--- src/rtl/pipearch_common.sv ---
// pipearch_common: shared FIFO sizing helper and word type
package pipearch_common;
  localparam int WORD_W = 8;
  typedef logic [WORD_W-1:0] word_t;
  function automatic int fifo_cnt_w(input int log2_depth);
    return log2_depth + 1;
  endfunction
endpackage

--- src/rtl/bram_fifo_skid.sv ---
// bram_fifo_skid: 2-entry output buffer that absorbs BRAM read returns
// Ports: clk, reset (sync, active-high); cap/cap_data append a word;
// out_valid/out_ready/out_data present the head; cnt holds 0..2.
module bram_fifo_skid #(
  parameter int WIDTH = 8
) (
  input  logic             clk,
  input  logic             reset,
  input  logic             cap,
  input  logic [WIDTH-1:0] cap_data,
  input  logic             out_ready,
  output logic             out_valid,
  output logic [WIDTH-1:0] out_data,
  output logic [1:0]       cnt
);
  logic [WIDTH-1:0] b0, b1;
  logic pop;
  assign out_valid = cnt != 2'd0;
  assign out_data = b0;
  assign pop = out_valid && out_ready;
  // A capture always lands in the first free slot after any pop has shifted.
  always_ff @(posedge clk) begin
    if (reset) begin
      cnt <= 2'd0;
    end else begin
      cnt <= cnt + 2'(cap) - 2'(pop);
      if (pop) begin
        b0 <= cnt == 2'd2 ? b1 : cap_data;
        b1 <= cap_data;
      end else if (cap) begin
        if (cnt == 2'd0) b0 <= cap_data;
        else b1 <= cap_data;
      end
    end
  end
endmodule

--- src/rtl/bram_fifo_ctrl.sv ---
// bram_fifo_ctrl: BRAM-backed FIFO controller with valid/ready output stream
// Ports: clk, reset (sync, active-high); in_push/in_data/in_full write side;
// out_valid/out_ready/out_data read side; count, sticky overflow;
// mem_we/mem_waddr/mem_wdata, mem_re/mem_raddr to BRAM; mem_rvalid/mem_rdata from BRAM.
module bram_fifo_ctrl
  import pipearch_common::*;
#(
  parameter int WIDTH = 8,
  parameter int LOG2_DEPTH = 5
) (
  input  logic                  clk,
  input  logic                  reset,
  input  logic                  in_push,
  input  logic [WIDTH-1:0]      in_data,
  output logic                  in_full,
  output logic                  out_valid,
  input  logic                  out_ready,
  output logic [WIDTH-1:0]      out_data,
  output logic [LOG2_DEPTH+1:0] count,
  output logic                  overflow,
  output logic                  mem_we,
  output logic [LOG2_DEPTH-1:0] mem_waddr,
  output logic [WIDTH-1:0]      mem_wdata,
  output logic                  mem_re,
  output logic [LOG2_DEPTH-1:0] mem_raddr,
  input  logic                  mem_rvalid,
  input  logic [WIDTH-1:0]      mem_rdata
);
  localparam int CW = fifo_cnt_w(LOG2_DEPTH);
  localparam int OW = LOG2_DEPTH + 2;
  logic [LOG2_DEPTH-1:0] wptr, rptr;
  logic [CW-1:0] mem_cnt;
  logic inflight, pop;
  logic [1:0] obuf_cnt;
  assign in_full = mem_cnt == CW'(2 ** LOG2_DEPTH);
  assign mem_we = in_push && !in_full;
  assign mem_waddr = wptr;
  assign mem_wdata = in_data;
  assign pop = out_valid && out_ready;
  // Issue a read only if the skid buffer is guaranteed a free slot when it returns.
  assign mem_re = (mem_cnt != '0) && (3'(obuf_cnt) + 3'(inflight) < 3'(pop) + 3'd2);
  assign mem_raddr = rptr;
  assign count = OW'(mem_cnt) + OW'(inflight) + OW'(obuf_cnt);
  always_ff @(posedge clk) begin
    if (reset) begin
      wptr <= '0;
      rptr <= '0;
      mem_cnt <= '0;
      inflight <= 1'b0;
      overflow <= 1'b0;
    end else begin
      wptr <= wptr + LOG2_DEPTH'(mem_we);
      rptr <= rptr + LOG2_DEPTH'(mem_re);
      mem_cnt <= mem_cnt + CW'(mem_we) - CW'(mem_re);
      inflight <= mem_re;
      overflow <= overflow || (in_push && in_full);
    end
  end
  // A return arriving without a matching issue (e.g. just after reset) is dropped.
  bram_fifo_skid #(.WIDTH(WIDTH)) u_skid (
    .clk(clk),
    .reset(reset),
    .cap(inflight && mem_rvalid),
    .cap_data(mem_rdata),
    .out_ready(out_ready),
    .out_valid(out_valid),
    .out_data(out_data),
    .cnt(obuf_cnt)
  );
endmodule

--- config.mk ---
export PLATFORM = sky130hd
export DESIGN_NAME = bram_fifo_ctrl
export DESIGN_NICKNAME = d
export VERILOG_FILES = /design/src/rtl/pipearch_common.sv /design/src/rtl/bram_fifo_skid.sv /design/src/rtl/bram_fifo_ctrl.sv
export SDC_FILE = /design/constraint.sdc
export NUM_CORES = 1
export LEC_CHECK = 0
export ABC_AREA = 1
export CAP_MARGIN = 15
export CORE_MARGIN = 4
export CORE_UTILIZATION = 60
export DETAILED_ROUTE_END_ITERATION = 6
export DONT_BUFFER_PORTS = 1
export PLACE_DENSITY = 0.83
export SYNTH_ARGS = -nofsm -noshare
export SYNTH_HDL_FRONTEND = slang
export SYNTH_HIERARCHICAL = 1
export SYNTH_SLANG_ARGS = --single-unit
--- constraint.sdc ---
create_clock -name clk -period 3.69 [get_ports clk]
set_clock_uncertainty 0.05 [all_clocks]
set_input_delay 0.1845 -clock clk [delete_from_list [all_inputs] [get_ports clk]]
set_output_delay 0.1845 -clock clk [all_outputs]
set_load 0.05 [all_outputs]
==> results_dict.tcl <==
set metrics [dict create \
    status "finished, final reports clean" \
    synth_top_area_cell "edfxtp_1" \
    worst_hold_path.endpoint "inflight$_SDFF_PP0_" \
    synth.top_cell.area_share_pct 24.4 \
    die-area_um2 4270 \
    postSynthCellCount 217 \
    via_count 1362 \
    setup_viol 0 \
    ys_ff_latch 36 \
    syn_avg_cell_area_um2 9.09 \
    hold_path.class "input port to register" \
    nets 269 \
    r2r_start "u_skid/cnt[1]$_SDFF_PP0_" \
    fp.dieW_um 65.3 \
    synth_area_leaders "edfxtp_1 (24%), dfxtp_1 (20%), ha_1 (13%), inv_1 (7.8%), nand2_1 (6.3%)" \
    cts_buffer_depth 2 \
    insertion_delay_ps 350 \
    antenna_found_initial 0 \
    place.gp.congestion 0.837 \
    rsz0062_at_grt "false" \
    post-dp-hpwl_mm 2.60 \
    final_common_cell "inv_1" \
    rows 20 \
    hp-start "out_ready" \
    synth_fp_nets 261 \
    clkSinkCount 36 \
    hold_ws_ps 32.0 \
    fp.coreArea_um2 3100 \
    muxShareOfSynthArea_pct 0 \
    detail-route-antenna-nets 0 \
    via_per_inst 5.04 \
    reg2regPathDepth 18 \
    design_area_um2 2140 \
    fillCellCount 255 \
    drtPass1Iterations 4 \
    cts_tree "done" \
    io_pins 59 \
    finalCritPeriodShare_pct 82.1 \
    layout_min_cycle_time_ps 3030 \
    cts.clk_slew.worst_paths_ps 110 \
    fmax_ghz 0.330 \
    routed_wl_mm 3.57 \
    critical_path_class "register to register" \
    cap_violations 0 \
    root_buffer "clkbuf_4" \
    grt_pass1_wl_mm 6.17 \
    netlist_area_um2 1970 \
    drcViolationCount 0 \
    p_per_area_nw_per_um2 794 \
    wl_per_cell_um 13.2 \
    synth_compound_area_share_pct 6.79 \
    r2r_slack_ps 660 \
    area_growth_pct 8.44 \
    hold_path_depth 3 \
    synth-xor-area-share_pct 4.00 \
    start_util_pct 63.5 \
    layout.area.seq_um2 881 \
    slew_viol_final 0 \
    multiInputGateArea_um2 850 \
    synth-simple-area-share_pct 16.6 \
    finalSetupTns_ps 0 \
    drive_gt1_share_pct 11.9 \
    p_leak_nw 1.03 \
    yosys.cell_types.count 25 \
    drt_iter0_drc 48 \
    worst_pin_slew_ps 1010 \
    synth_top_family_by_area "simple AND/OR/NAND/NOR gates" \
    synth_adder_area_share_pct 15.7 \
    ys_warn_count 6 \
    grt_usage_pct 19.3 \
    synth-seq-area-share_pct 44.7 \
    crit_required_ps 3930 \
    grt_max_degree 20 \
    grt-ovfl-total 0 \
    hold_violations 0 \
    worst_setup_path_start_kind "register" \
    io_buffer_count 0 \
    cts_buffers 5 \
    final_cell_mix "inv_1 (41), nand2_1 (33), nor2_1 (26)" \
    vdd_drop_max_uv 608 \
    place_area_um2 1960 \
    die_h_um 65.3 \
    path_max_fanout 7 \
    antenna_cells 0 \
    slew_headroom_pct 32.3 \
    endpoint_kind "register" \
    grt_pass1_vias 1361 \
    h-tree-depth 2 \
    r2r-end "mem_cnt[4]$_SDFF_PP0_" \
    arrival_ps 3270 \
]
-- per-layer routing --
layer / vias to the layer above / share of wire, % / track usage, %
li1: 680 / - / -
met2: 46 / 46 / 30.7
met1: 627 / 43 / 23.5
met3: 9 / 8.7 / 7.86
met4: 0 / 1.9 / 7.25
met5: - / 0 / 0
-- synth_stat cells --
master,instances
nand3_4,1
buf_6,1
xor2_1,7
o21a_1,1
nand2_1,33
nor2_1,26
a21oi_1,6
fa_1,3
a21o_1,1
dfxtp_1,20
buf_2,1
nand4_1,1
inv_1,41
a21oi_2,1
edfxtp_1,16
ha_1,20
nor2_2,2
nor3_1,2
o21ai_0,2
nand2_2,3
o21ai_2,8
nand3_1,8
xnor2_1,2
inv_2,3
buf_4,8
-- cells by family after synthesis --
group / after synthesis
flip-flops: 36
XOR/XNOR: 9
buffers and inverters: 54
adder cells (fa/ha/maj): 23
AND/OR/NAND/NOR: 76
AO/OA/AOI/OAI: 19
-- what timing repair did --
| action | in CTS | in global routing |
|---|---|---|
| hold buffers | 10 | 0 |
| endpoints found under the hold margin | 35 | 0 |
| setup buffers | 0 | 0 |
| resized for setup | 0 | 0 |
-- power by group --
part           leakage [nW]  internal (W)  switching [W]  total (W)
clock network        0.0412      0.000141       0.000139   0.000280
logic                 0.682      0.000240       0.000552   0.000792
registers             0.310      0.000483       0.000143   0.000626
-- state kept, by name (all words and copies together) (netlist names) --
signal and cells:
overflow 1, u_skid/b1 8, mem_cnt 6, mem_waddr 5, inflight 1, mem_raddr 5
u_skid/out_data 8, u_skid/cnt 2
-- worst max path at each step --
stage,from,endpoint,slack (ps)
after floorplan,u_skid/cnt[1]$_SDFF_PP0_,mem_cnt[4]$_SDFF_PP0_,360
after global placement,u_skid/cnt[1]$_SDFF_PP0_,mem_cnt[4]$_SDFF_PP0_,780
after detailed placement,u_skid/cnt[1]$_SDFF_PP0_,mem_cnt[4]$_SDFF_PP0_,700
after CTS,u_skid/cnt[1]$_SDFF_PP0_,mem_cnt[4]$_SDFF_PP0_,650
after global routing,u_skid/cnt[1]$_SDFF_PP0_,mem_cnt[4]$_SDFF_PP0_,350
final,u_skid/cnt[1]$_SDFF_PP0_,mem_cnt[4]$_SDFF_PP0_,660
-- worst max-delay path, cell delays in order (launching register included) --
cell     delay [ps]
dfxtp_1         520
inv_1           120
nand2_2         290
nand2_1          90
o21a_1          180
nor2_1          110
buf_4           220
ha_1            250
inv_1            50
ha_1            170
inv_1            80
fa_1            370
inv_1            80
nand2_1          60
nand2_1          60
a21oi_1          70
nand2_1          60
nand2_1          40
nor2_1           90
-- layout make-up --
class	count	area share (%)
Inverter	44	7.72
Multi-Input combinational cell	127	39.7
Timing Repair Buffer	11	5.03
Tap cell	44	2.57
Clock buffer	5	1.76
Clock inverter	3	1.99
Sequential cell	36	41.2
-- through the flow --
step	power [W]	setup slack (ps)	instances	util, %
5_1_grt	0.00184	348	270	68.9
3_5_place_dp	0.00140	699	252	63.1
3_3_place_gp	0.00138	782	252	63.1
4_1_cts	0.00171	655	270	68.9
6_report	0.00170	660	270	68.9
2_1_floorplan	0.00129	363	217	-
(Power assumes the default switching activity.)
